===== src/rtl/ht_host_port_if.sv =====
// ht_host_port_if.sv
// Stream interfaces used around ht_host_port.
//   ht_cmd_if : command stream (opcode, key, value)
//   ht_res_if : result stream  (opcode, key, rescode, value)
// Handshake rule for both streams: a beat transfers on a rising clk edge
// where valid and ready are both high. Once valid is raised, the master
// holds valid and every field stable until that transfer. Ready may change
// freely and must not be required before valid is raised.
// Modports: master drives valid + fields and reads ready; slave is the mirror.

interface ht_cmd_if #(
  parameter int KEY_WIDTH   = 32,
  parameter int VALUE_WIDTH = 16
);
  logic                   valid;
  logic                   ready;
  logic [1:0]             opcode;
  logic [KEY_WIDTH-1:0]   key;
  logic [VALUE_WIDTH-1:0] value;

  modport master (output valid, opcode, key, value, input ready);
  modport slave  (input valid, opcode, key, value, output ready);
endinterface

interface ht_res_if #(
  parameter int KEY_WIDTH     = 32,
  parameter int VALUE_WIDTH   = 16,
  parameter int RESCODE_WIDTH = 3
);
  logic                     valid;
  logic                     ready;
  logic [1:0]               opcode;
  logic [KEY_WIDTH-1:0]     key;
  logic [RESCODE_WIDTH-1:0] rescode;
  logic [VALUE_WIDTH-1:0]   value;

  modport master (output valid, opcode, key, rescode, value, input ready);
  modport slave  (input valid, opcode, key, rescode, value, output ready);
endinterface


===== src/rtl/ht_host_port.sv =====
// ht_host_port.sv
// Host-side port for hash_table_top. Registers host commands onto the
// ht_cmd stream, limits the number of commands whose result has not yet
// come back, buffers results in a small FIFO for the host and flags a
// result that arrives with no command outstanding.
//
// Ports:
//   clk_i, rst_i    clock, synchronous active-high reset
//   host_cmd        (slave)  commands from the host
//   ht_cmd          (master) commands towards hash_table_top
//   ht_res          (slave)  results from hash_table_top
//   host_res        (master) buffered results towards the host
//   outstanding_o   commands accepted whose result has not been taken
//   err_underflow_o sticky, result taken while outstanding_o was 0
// Optional (macro HT_HOST_PORT_STATS_EN):
//   stat_clr_i      synchronous clear of the statistics counters
//   stat_search_o / stat_insert_o / stat_delete_o
//                   saturating counts of results taken per opcode
//
// KEY_WIDTH / VALUE_WIDTH and the opcode encoding must match hash_table.

module ht_host_port #(
  parameter int MAX_OUTSTANDING = 8,
  parameter int RES_FIFO_DEPTH  = 4,
  parameter int RESCODE_WIDTH   = 3,
  parameter int KEY_WIDTH       = 32,
  parameter int VALUE_WIDTH     = 16
) (
  input  logic       clk_i,
  input  logic       rst_i,
  ht_cmd_if.slave    host_cmd,
  ht_cmd_if.master   ht_cmd,
  ht_res_if.slave    ht_res,
  ht_res_if.master   host_res,
  output logic [7:0] outstanding_o,
  output logic       err_underflow_o
`ifdef HT_HOST_PORT_STATS_EN
  ,
  input  logic        stat_clr_i,
  output logic [31:0] stat_search_o,
  output logic [31:0] stat_insert_o,
  output logic [31:0] stat_delete_o
`endif
);

  localparam logic [1:0] OP_SEARCH = 2'd0;
  localparam logic [1:0] OP_INSERT = 2'd1;
  localparam logic [1:0] OP_DELETE = 2'd2;

  localparam int AW = $clog2(RES_FIFO_DEPTH);
  localparam int CW = AW + 1;
  localparam int EW = 2 + KEY_WIDTH + RESCODE_WIDTH + VALUE_WIDTH;
  localparam logic [7:0]    MAX_OS  = 8'(MAX_OUTSTANDING);
  localparam logic [CW-1:0] DEPTH_C = CW'(RES_FIFO_DEPTH);

  // ---------------- command path ----------------
  logic                   cmd_valid_q;
  logic [1:0]             cmd_opcode_q;
  logic [KEY_WIDTH-1:0]   cmd_key_q;
  logic [VALUE_WIDTH-1:0] cmd_value_q;
  logic                   credit_ok_q;
  logic                   host_cmd_fire;
  logic                   ht_cmd_fire;

  // Credit is a registered flag so host_cmd.ready has no path from ht_res.
  assign host_cmd.ready = (!cmd_valid_q || ht_cmd.ready) && credit_ok_q;
  assign host_cmd_fire  = host_cmd.valid && host_cmd.ready;
  assign ht_cmd_fire    = cmd_valid_q && ht_cmd.ready;

  always_ff @(posedge clk_i) begin
    if (rst_i) begin
      cmd_valid_q  <= 1'b0;
      cmd_opcode_q <= '0;
      cmd_key_q    <= '0;
      cmd_value_q  <= '0;
    end else if (host_cmd_fire) begin
      cmd_valid_q  <= 1'b1;
      cmd_opcode_q <= host_cmd.opcode;
      cmd_key_q    <= host_cmd.key;
      cmd_value_q  <= host_cmd.value;
    end else if (ht_cmd_fire) begin
      cmd_valid_q  <= 1'b0;
    end
  end

  assign ht_cmd.valid  = cmd_valid_q;
  assign ht_cmd.opcode = cmd_opcode_q;
  assign ht_cmd.key    = cmd_key_q;
  assign ht_cmd.value  = cmd_value_q;

  // ---------------- credit ----------------
  logic [7:0] out_q;
  logic [7:0] out_next;
  logic       err_q;
  logic       res_fire;

  always_comb begin
    out_next = out_q;
    if (host_cmd_fire && !res_fire) begin
      out_next = out_q + 8'd1;
    end else if (!host_cmd_fire && res_fire && (out_q != 8'd0)) begin
      out_next = out_q - 8'd1;
    end
  end

  always_ff @(posedge clk_i) begin
    if (rst_i) begin
      out_q       <= '0;
      credit_ok_q <= 1'b0;
      err_q       <= 1'b0;
    end else begin
      out_q       <= out_next;
      credit_ok_q <= (out_next < MAX_OS);
      if (res_fire && (out_q == 8'd0)) begin
        err_q <= 1'b1;
      end
    end
  end

  assign outstanding_o   = out_q;
  assign err_underflow_o = err_q;

  // ---------------- result FIFO ----------------
  logic [EW-1:0] mem [RES_FIFO_DEPTH];
  logic [AW-1:0] wr_ptr;
  logic [AW-1:0] rd_ptr;
  logic [CW-1:0] cnt_q;
  logic [CW-1:0] cnt_next;
  logic          res_ready_q;
  logic          host_res_fire;

  assign res_fire      = ht_res.valid && res_ready_q;
  assign host_res_fire = host_res.valid && host_res.ready;

  always_comb begin
    cnt_next = cnt_q;
    case ({res_fire, host_res_fire})
      2'b10:   cnt_next = cnt_q + 1'b1;
      2'b01:   cnt_next = cnt_q - 1'b1;
      default: cnt_next = cnt_q;
    endcase
  end

  always_ff @(posedge clk_i) begin
    if (rst_i) begin
      wr_ptr      <= '0;
      rd_ptr      <= '0;
      cnt_q       <= '0;
      res_ready_q <= 1'b0;
      for (int i = 0; i < RES_FIFO_DEPTH; i++) begin
        mem[i] <= '0;
      end
    end else begin
      if (res_fire) begin
        mem[wr_ptr] <= {ht_res.opcode, ht_res.key, ht_res.rescode, ht_res.value};
        wr_ptr      <= wr_ptr + 1'b1;
      end
      if (host_res_fire) begin
        rd_ptr <= rd_ptr + 1'b1;
      end
      cnt_q       <= cnt_next;
      res_ready_q <= (cnt_next < DEPTH_C);
    end
  end

  assign ht_res.ready   = res_ready_q;
  assign host_res.valid = (cnt_q != '0);
  assign {host_res.opcode, host_res.key, host_res.rescode, host_res.value} = mem[rd_ptr];

`ifdef HT_HOST_PORT_STATS_EN
  // ---------------- statistics ----------------
  logic [31:0] st_search_q;
  logic [31:0] st_insert_q;
  logic [31:0] st_delete_q;

  always_ff @(posedge clk_i) begin
    if (rst_i || stat_clr_i) begin
      st_search_q <= '0;
      st_insert_q <= '0;
      st_delete_q <= '0;
    end else if (res_fire) begin
      if (ht_res.opcode == OP_SEARCH && st_search_q != '1) st_search_q <= st_search_q + 32'd1;
      if (ht_res.opcode == OP_INSERT && st_insert_q != '1) st_insert_q <= st_insert_q + 32'd1;
      if (ht_res.opcode == OP_DELETE && st_delete_q != '1) st_delete_q <= st_delete_q + 32'd1;
    end
  end

  assign stat_search_o = st_search_q;
  assign stat_insert_o = st_insert_q;
  assign stat_delete_o = st_delete_q;
`endif

endmodule

===== src/flat_wrapper.sv =====
// flat-port wrapper written by rule: the top's interface ports become plain ports
module ht_host_port_flat 
#(
  parameter int MAX_OUTSTANDING = 8,
  parameter int RES_FIFO_DEPTH  = 4,
  parameter int RESCODE_WIDTH   = 3,
  parameter int KEY_WIDTH       = 32,
  parameter int VALUE_WIDTH     = 16
)
  (clk_i, rst_i, outstanding_o, err_underflow_o, host_cmd_valid, host_cmd_opcode, host_cmd_key, host_cmd_value, host_cmd_ready, ht_cmd_valid, ht_cmd_opcode, ht_cmd_key, ht_cmd_value, ht_cmd_ready, ht_res_valid, ht_res_opcode, ht_res_key, ht_res_rescode, ht_res_value, ht_res_ready, host_res_valid, host_res_opcode, host_res_key, host_res_rescode, host_res_value, host_res_ready);
  ht_cmd_if #(.KEY_WIDTH(KEY_WIDTH), .VALUE_WIDTH(VALUE_WIDTH)) host_cmd_i ();
  ht_cmd_if #(.KEY_WIDTH(KEY_WIDTH), .VALUE_WIDTH(VALUE_WIDTH)) ht_cmd_i ();
  ht_res_if #(.KEY_WIDTH(KEY_WIDTH), .VALUE_WIDTH(VALUE_WIDTH), .RESCODE_WIDTH(RESCODE_WIDTH)) ht_res_i ();
  ht_res_if #(.KEY_WIDTH(KEY_WIDTH), .VALUE_WIDTH(VALUE_WIDTH), .RESCODE_WIDTH(RESCODE_WIDTH)) host_res_i ();
  input  logic clk_i;
  input  logic rst_i;
  output logic [7:0] outstanding_o;
  output logic err_underflow_o;
  input wire logic [$bits(host_cmd_i.valid)-1:0] host_cmd_valid;
  input wire logic [$bits(host_cmd_i.opcode)-1:0] host_cmd_opcode;
  input wire logic [$bits(host_cmd_i.key)-1:0] host_cmd_key;
  input wire logic [$bits(host_cmd_i.value)-1:0] host_cmd_value;
  output wire logic [$bits(host_cmd_i.ready)-1:0] host_cmd_ready;
  output wire logic [$bits(ht_cmd_i.valid)-1:0] ht_cmd_valid;
  output wire logic [$bits(ht_cmd_i.opcode)-1:0] ht_cmd_opcode;
  output wire logic [$bits(ht_cmd_i.key)-1:0] ht_cmd_key;
  output wire logic [$bits(ht_cmd_i.value)-1:0] ht_cmd_value;
  input wire logic [$bits(ht_cmd_i.ready)-1:0] ht_cmd_ready;
  input wire logic [$bits(ht_res_i.valid)-1:0] ht_res_valid;
  input wire logic [$bits(ht_res_i.opcode)-1:0] ht_res_opcode;
  input wire logic [$bits(ht_res_i.key)-1:0] ht_res_key;
  input wire logic [$bits(ht_res_i.rescode)-1:0] ht_res_rescode;
  input wire logic [$bits(ht_res_i.value)-1:0] ht_res_value;
  output wire logic [$bits(ht_res_i.ready)-1:0] ht_res_ready;
  output wire logic [$bits(host_res_i.valid)-1:0] host_res_valid;
  output wire logic [$bits(host_res_i.opcode)-1:0] host_res_opcode;
  output wire logic [$bits(host_res_i.key)-1:0] host_res_key;
  output wire logic [$bits(host_res_i.rescode)-1:0] host_res_rescode;
  output wire logic [$bits(host_res_i.value)-1:0] host_res_value;
  input wire logic [$bits(host_res_i.ready)-1:0] host_res_ready;
  assign host_cmd_i.valid = host_cmd_valid;
  assign host_cmd_i.opcode = host_cmd_opcode;
  assign host_cmd_i.key = host_cmd_key;
  assign host_cmd_i.value = host_cmd_value;
  assign host_cmd_ready = host_cmd_i.ready;
  assign ht_cmd_valid = ht_cmd_i.valid;
  assign ht_cmd_opcode = ht_cmd_i.opcode;
  assign ht_cmd_key = ht_cmd_i.key;
  assign ht_cmd_value = ht_cmd_i.value;
  assign ht_cmd_i.ready = ht_cmd_ready;
  assign ht_res_i.valid = ht_res_valid;
  assign ht_res_i.opcode = ht_res_opcode;
  assign ht_res_i.key = ht_res_key;
  assign ht_res_i.rescode = ht_res_rescode;
  assign ht_res_i.value = ht_res_value;
  assign ht_res_ready = ht_res_i.ready;
  assign host_res_valid = host_res_i.valid;
  assign host_res_opcode = host_res_i.opcode;
  assign host_res_key = host_res_i.key;
  assign host_res_rescode = host_res_i.rescode;
  assign host_res_value = host_res_i.value;
  assign host_res_i.ready = host_res_ready;
  ht_host_port #(.MAX_OUTSTANDING(MAX_OUTSTANDING), .RES_FIFO_DEPTH(RES_FIFO_DEPTH), .RESCODE_WIDTH(RESCODE_WIDTH), .KEY_WIDTH(KEY_WIDTH), .VALUE_WIDTH(VALUE_WIDTH)) u_core (.clk_i(clk_i), .rst_i(rst_i), .host_cmd(host_cmd_i), .ht_cmd(ht_cmd_i), .ht_res(ht_res_i), .host_res(host_res_i), .outstanding_o(outstanding_o), .err_underflow_o(err_underflow_o));
endmodule

===== config.mk =====
export PLATFORM = sky130hd
export DESIGN_NAME = ht_host_port_flat
export DESIGN_NICKNAME = d
export VERILOG_FILES = /design/src/rtl/ht_host_port_if.sv /design/src/rtl/ht_host_port.sv /design/src/flat_wrapper.sv
export SDC_FILE = /design/constraint.sdc
export NUM_CORES = 1
export LEC_CHECK = 0
export CORE_MARGIN = 4
export CORE_UTILIZATION = 47
export DETAILED_ROUTE_END_ITERATION = 8
export PLACE_DENSITY_LB_ADDON = 0.2
export SLEW_MARGIN = 20
export SYNTH_ARGS = -nofsm -noshare
export SYNTH_HDL_FRONTEND = slang
export SYNTH_SLANG_ARGS = --single-unit
export TNS_END_PERCENT = 30

===== constraint.sdc =====
create_clock -name clk_i -period 4 [get_ports clk_i]
set_clock_uncertainty 0.05 [all_clocks]
set_input_delay 0.4 -clock clk_i [delete_from_list [all_inputs] [get_ports clk_i]]
set_output_delay 0.4 -clock clk_i [all_outputs]
set_load 0.05 [all_outputs]

# After elaboration in Yosys (flattened, before gate mapping)
# Memories as Yosys holds them, arrays and structs flattened. A register that Yosys moved wholly into a read port is not among the register bits.
# Index checks and enable logic that the tools add are counted.
# word_totals
ramBits	212
reg_bits	69
mem_count	1
inputBits	109
elab_cells	55
rom_bits	0
latchBits	0
# mem_list
memory	depth	width	rd	rd_ports_with_merged_regs	wr	line	text
u_core.mem	4	53	1	1	4	ht_host_port.sv:124	logic [EW-1:0] mem [RES_FIFO_DEPTH];
# op_classes
n_reduce_logical	18
div_mod_pow	0
muxes	15
bitwise	0
addsub	6
multipliers	0
order_cmp	2
n_shift	0
n_eq_ne	2
# op_table
cell	n
53-bit two-way mux	1
53-bit OR reduction	1
8-bit two-way mux	2
1-bit logical AND	9
8-bit by 1-bit adder with 8-bit output, second input constant	1
8-bit zero test	1
8-bit by 4-bit < comparator with 1-bit output, second input constant	1
1-bit two-way mux	8
8-bit nonzero test	1
8-bit by 1-bit subtractor with 8-bit output, second input constant	1
2-bit two-way mux	3
3-bit one-hot mux with 2 select lines	1
2-bit by 1-bit adder with 2-bit output, second input constant	2
3-bit by 1-bit adder with 3-bit output, second input constant	1
1-bit zero test	3
3-bit < comparator, second input constant	1
3-bit nonzero test	1
3-bit by 1-bit subtractor with 3-bit output, second input constant	1
2-bit by 1-bit == test with 1-bit output, second input constant	1
2-bit == test, second input constant	1
2-bit nonzero test	1
1-bit logical OR	1

# Logic depth before layout (Yosys ltp)
# Gate-level depths: netlist (run 1).
# depth
ltp_word	10
depth_mapped	9
depth_no_buf	8

# Least setup slack after synthesis (run 1)
# Ideal clock, no wire load.
# synth_path
path_type	register -> register
from	register u_core.res_ready_q (netlist: u_core.ht_res.ready)
to	memory u_core.mem[1][0] (netlist bit) (enable)
slack_ps	-88
arrival_time_ps	3563
path_stages_with_launch	5
required_time_ps	3475
path_buffers	1
synth_period_minus_slack_ps	4088
path_cell_list	dfxtp_1 > and2_1 > buf_2 > inv_2 > o21bai_1
# synth_lines
element	line	text
start: declaration	ht_host_port.sv:129	logic res_ready_q;
start signal: assignment	ht_host_port.sv:162	res_ready_q <= (cnt_next < DEPTH_C);
end: declaration	ht_host_port.sv:124	

==> results of run 1 <==
==> power groups by stage <==
| stage | logic [uW] | clock network, uW | registers, uW |
|---|---|---|---|
| after floorplan | 1820 | 0 | 4020 |
| after global placement | 3070 | 0 | 3780 |
| after detailed placement | 3080 | 0 | 3790 |
| after CTS | 3090 | 2800 | 3740 |
| after global routing | 3240 | 2940 | 3770 |
| final | 3060 | 2750 | 3730 |
==> through the flow <==
stage          setup TNS [ps]  instances  hold slack, ps  utilization (%)  setup WS [ps]
5_1_grt                     0       1477             155             62.8            492
3_3_place_gp                0       1421             391             58.7           1140
2_1_floorplan           -9350        911             433                -          -88.2
4_1_cts                     0       1477             129             62.8            578
3_5_place_dp                0       1421             396             58.7           1110
6_report                    0       1477             144             62.8            669
==> layer usage <==
| layer | global-route usage [%] | up-vias | routed length, microns |
|---|---|---|---|
| li1 | - | 3597 | - |
| met1 | 24.0 | 3644 | 10800 |
| met2 | 33.3 | 262 | 13300 |
| met3 | 6.63 | 32 | 2530 |
| met4 | 3.95 | 2 | 365 |
| met5 | 0 | - | 13 |
==> worst max path at each step <==
| stage | slack (ps) | depth (start not counted) | startpoint | to |
|---|---|---|---|---|
| final | 670 | 3 | flip-flop | host_res_value[0] |
| after global routing | 490 | 3 | flip-flop | host_res_value[0] |
| after CTS | 580 | 3 | flip-flop | host_res_key[8] |
| after detailed placement | 1110 | 7 | ht_res_valid | u_core.mem[1][43] |
| after global placement | 1140 | 7 | ht_res_valid | u_core.mem[1][42] |
| after floorplan | -90 | 4 | u_core.ht_res.ready | u_core.mem[1][0] |
==> kinds of logic after synthesis <==
family	count (synthesis)	synth area share, %
DFF	283	66.6
AOI/OAI and AO/OA	74	3.61
xor gates and xnor gates	12	0.899
buffers and inverters	110	3.75
adders and majority gates	5	0.600
and+or+nand+nor	373	14.2
muxes	54	10.3
==> sequential cells by signal, indices dropped and copies added, names as in the netlist, named ones only <==
name                    cells
u_core.cnt_q                3
u_core.err_underflow_o      1
u_core.credit_ok_q          1
u_core.rd_ptr               2
u_core.wr_ptr               2
u_core.ht_res.ready         1
u_core.outstanding_o        8
u_core.mem                212
u_core.ht_cmd.valid         1
u_core.ht_cmd.opcode        2
u_core.ht_cmd.value        16
u_core.ht_cmd.key          32
==> cells in the mapped netlist (2+ instances only) <==
| master | n | area [sq um] |
|---|---|---|
| xnor2_1 | 8 | 70.1 |
| nor4_1 | 3 | 18.8 |
| or3_4 | 2 | 22.5 |
| dfxtp_1 | 71 | 1420 |
| mux4_2 | 53 | 1190 |
| ha_1 | 4 | 50.1 |
| xor2_1 | 4 | 35.0 |
| buf_2 | 6 | 30.0 |
| nor2b_1 | 3 | 18.8 |
| nand3_1 | 2 | 10.0 |
| clkbuf_1 | 46 | 173 |
| and2_1 | 57 | 357 |
| nand2b_1 | 3 | 18.8 |
| a21oi_1 | 54 | 270 |
| nor3_1 | 3 | 15.0 |
| o21ai_0 | 6 | 30.0 |
| inv_1 | 55 | 206 |
| o21bai_1 | 2 | 15.0 |
| nand2_1 | 161 | 604 |
| edfxtp_1 | 212 | 6370 |
| a211oi_1 | 3 | 22.5 |
| nor4b_2 | 2 | 30.0 |
| a41oi_1 | 2 | 17.5 |
| nor2_1 | 127 | 477 |
==> final cells by class <==
class,instances,area share (%)
multi-input combinational,518,23.0
inverter,56,1.37
clock inverter,13,0.727
sequential,283,50.9
tap,324,2.65
timing repair buffer,240,15.6
clock buffer,43,5.73
==> results.yml, run 1 <==
setup_path:
  worstPathRequired_ps: 3550
  start_kind: "flip-flop"
  slowest_stage: "dfxtp_4"
  end_kind: "output pin"
  crit_buf_inv: 2
  r2r-end: "u_core.mem[2][48]"
  crit_arrival_ps: 2880
  crit_type: "flip-flop to output pin"
  crit_fanout: 27
  worstPathCellList: "buf_12 -> mux4_2 -> clkdlybuf4s50_1"
  regToRegSetupSlack_ps: 1560
  reg2reg_depth: 6
  critPathTopFamily: "buffers and inverters"
  critPathMaxStageDelay_ps: 730
  r2r-start: "u_core.ht_res.ready"
pwr:
  power.density_nw_per_um2: 622
  p_clk_share_pct: 28.8
  p_sw_uw: 3240
  p_seq_share_pct: 39.1
  leakage_uw: 0.00571
  power_frac_comb_pct: 32.1
  p_sw_share_pct: 34.0
  total_power_uw: 9530
  internal_power_uw: 6290
  vdd_ir_drop_max_mv: 0.363
min_path:
  hold_end: "u_core.wr_ptr[1]"
  hold-path-cell-count: 2
  hold_path_class: "input pin to flip-flop"
  hp-start: "rst_i"
layout:
  antenna_cells: 0
  ff_latch_area_sq_um: 7790
  fill_cells: 1918
  final_common_cell: "clkdlybuf4s50_1"
  area_growth_pct: 31.1
  final_cell_mix: "223 x clkdlybuf4s50_1, 212 x edfxtp_1, 161 x nand2_1, 125 x nor2_1, 69 x dfxtp_1"
  nets: 1243
  multi_input_area_sq_um: 3520
  drive_gt1_share_pct: 12.2
  fin_area_sq_um: 15300
grt:
  grt_overflow: 0
  grt_use_total_pct: 19.4
  grt_max_degree: 66
  antenna_found_initial: 1
  grt_first_pass_wirelength_microns: 43200
  grt_pass1_vias: 7903
logic_synthesis:
  synth_cells: 911
  synth_seq_area_share_pct: 66.6
  syn-num-nets: 1025
  mappedNetlistArea_sq_um: 11700
  ys_warn_count: 0
  syn_avg_cell_area_sq_um: 12.8
  ys_ff_latch: 283
  synthArstFlopShare_pct: 0
  synth-edff-count: 212
  ys_types: 46
  synthFlopType: "edfxtp_1"
drt:
  drcViolationCount: 0
  drtIter0Drc: 345
  avgViaCountPerCell: 5.10
  ant_nets: 0
  vias: 7537
  wire_per_inst_microns: 18.3
  drt-total-wl_microns: 27100
  drt_pass1_iterations: 4
clocking:
  cts.sinks: 283
  clock-root-buffer: "clkbuf_16"
  clkLatencyLatePin_ps: 550
  clk_transition_reported_paths_ps: 60
  postCtsSetupRepairBufs: 0
  ctsHtreeMaxLevel: 1
  cts_resized: 0
  cts_tree: "done"
  numCtsBuffers: 30
  cts-hold-fix-buffers: 0
  clockBufferDepth: 3
placement:
  place.gp.congestion: 0.794
  io_buffers: 224
  dp_hpwl_microns: 16600
  placed_area_sq_um: 14300
sta:
  setup_viol: 0
  fmax_mhz: 300
  fin_crit_sh_pct: 83.3
  final_hold_viol_count: 0
  grt_setup_unrepaired: "false"
  drv_slew: 0
  worstMarginPinSlew_ps: 941
  slew_headroom_pct: 37.3
  layout_min_cycle_time_ps: 3330
floorplanning:
  core_sq_um: 24400
  start_util_pct: 47.9
  rows: 57
  num_io_pins: 225
  die_x_microns: 166
  design.die.area_sq_um: 27400
  die_y_microns: 166
run_status:
  outcome: "finished clean"
run:
  maxCapViolations: 0
(Power assumes the default switching activity.)
==> run 2: changes to the inputs <==
clock period = 2.8 ns   (was 4 ns; I/O delays follow)
==> run 2 against run 1 <==
  * Worst hold slack lost 110 ps
  * Power is 40% higher
  * Largest cell class unchanged
  * Sequential share of layout area fell by 0.12 points
  * Worst setup slack got worse by 460 ps
  * Highest routed layer unchanged
==> results.yml, run 2 (synthesis gave the netlist of run 1 again) <==
run_status:
  outcome: "finished clean"
layout:
  multi_input_area_sq_um: 3520
  final_cell_mix: "212 x edfxtp_1, 170 x clkdlybuf4s50_1, 161 x nand2_1, 125 x nor2_1, 69 x dfxtp_1"
  fill_cells: 1937
  top_register: "u_core.mem"
  antenna_cells: 0
  nets: 1251
  drive_gt1_share_pct: 13.0
  fin_area_sq_um: 15300
  area_growth_pct: 31.4
  largest_reg_flops: 212
  ff_latch_area_sq_um: 7790
  final_common_cell: "edfxtp_1"
pwr:
  vdd_ir_drop_max_mv: 0.602
  power.density_nw_per_um2: 870
  total_power_uw: 13400
  leakage_uw: 0.00589
grt:
  grt_max_degree: 64
  grt_use_total_pct: 19.8
  grt_first_pass_wirelength_microns: 43900
  grt_pass1_vias: 8032
  antenna_found_initial: 1
  grt_overflow: 0
placement:
  dp_worst_setup_slack_ps: 369
  io_buffers: 224
  place.gp.congestion: 0.793
  placed_area_sq_um: 14500
  dp_hpwl_microns: 17000
setup_path:
  regToRegSetupSlack_ps: 490
  crit_fanout: 17
  start_kind: "flip-flop"
  r2r-end: "u_core.cnt_q[2]"
  worstPathCellList: "buf_4 -> mux4_2 -> dlygate4sd2_1"
  critPathMaxStageDelay_ps: 570
  reg2reg_depth: 8
  crit_buf_inv: 2
  crit_arrival_ps: 2260
  end_kind: "output pin"
  worstPathRequired_ps: 2470
  critPathTopFamily: "buffers and inverters"
  slowest_stage: "mux4_2"
  r2r-start: "u_core.cnt_q[1]"
  crit_type: "flip-flop to output pin"
drt:
  drt-total-wl_microns: 27500
  vias: 7610
  avgViaCountPerCell: 5.12
  wire_per_inst_microns: 18.5
  drtIter0Drc: 504
  ant_nets: 0
  drt_pass1_iterations: 5
  drcViolationCount: 0
sta:
  fin_crit_sh_pct: 92.6
  grt_setup_unrepaired: "false"
  drv_slew: 0
  finalWorstSetupSlack_ps: 207
  setup_viol: 0
  slew_headroom_pct: 52.0
  whs_ps: 37.3
  fmax_mhz: 386
  worstMarginPinSlew_ps: 719
  final_hold_viol_count: 0
  layout_min_cycle_time_ps: 2590
clocking:
  cts_tree: "done"
  clk_transition_reported_paths_ps: 60
  clockBufferDepth: 3
  clkLatencyLatePin_ps: 550
  clock-root-buffer: "clkbuf_16"
  cts.sinks: 283
  ctsHtreeMaxLevel: 1
  numCtsBuffers: 30
min_path:
  hp-start: "rst_i"
  hold-path-cell-count: 2
  hold_end: "u_core.rd_ptr[0]"
  hold_path_class: "input pin to flip-flop"
floorplanning:
  design.die.area_sq_um: 27400
  core_sq_um: 24400
  rows: 57
  die_x_microns: 166
  num_io_pins: 225
  die_y_microns: 166
  start_util_pct: 47.9
run:
  maxCapViolations: 0
==> run 2: cell types whose count changed in the layout (fill, tap and decap cells not counted), sizes merged <==
cell and change:
clkbuf -9, buf +10, clkinv +9, clkdlybuf4s50 -53, dlygate4sd2 +51
==> run 2: per-layer routing <==
metal / GRT usage [%] / wire, microns / up-vias
met5: 0 / 13 / -
met4: 3.69 / 393 / 2
met3: 5.91 / 2510 / 33
met2: 33.4 / 13400 / 285
met1: 25.9 / 11200 / 3673
li1: - / - / 3617
==> run 2: repair_timing <==
| item | in CTS | in global routing |
|---|---|---|
| hold buffers | 0 | 0 |
| buffers inserted | 0 | 0 |
| setup endpoints to repair | 51 | 0 |
| gates resized for setup | 51 | 0 |
==> run 2: worst max-delay path by stage <==
stage	slack, ps	endpoint	from	cells after the start
2_1_floorplan	-170	u_core.mem[1][0]	u_core.ht_res.ready	4
3_3_place_gp	460	u_core.cnt_q[2]	ht_res_valid	9
3_5_place_dp	370	u_core.cnt_q[2]	ht_res_valid	9
4_1_cts	140	host_res_key[27]	flip-flop	3
5_1_grt	100	host_res_key[29]	flip-flop	3
6_report	210	host_res_key[27]	flip-flop	3
==> run 2: final cells by class <==
type,count,area share (%)
multi-input cells,518,22.9
clock inverters,22,1.10
clock buffers,34,5.05
flip-flops and latches,283,50.8
well taps,324,2.64
repair buffers,248,16.1
inverters,56,1.37
==> run 2: per-stage QoR <==
step | TNS, ps | utilization (%) | cells
final | 0 | 62.9 | 1485
after global routing | 0 | 62.9 | 1485
after CTS | 0 | 62.9 | 1485
after detailed placement | 0 | 59.3 | 1429
after global placement | 0 | 59.3 | 1429
after floorplan | -23540 | - | 911
==> run 2: where the power goes <==
part,total (uW),leakage (uW),internal [uW],switching [uW]
registers,5230,0.00278,4980,253
clock network,3790,0.000468,2170,1620
logic,4340,0.00264,1540,2800
==> run 3: changes to the inputs <==
ABC_CLOCK_PERIOD_IN_PS = 2800   (was not set)
GPL_ROUTABILITY_DRIVEN = 0   (was not set)
SLEW_MARGIN = not set   (was 20)
==> results of run 3 <==
The final DEF is identical to that of run 2; final timing and power are the same.
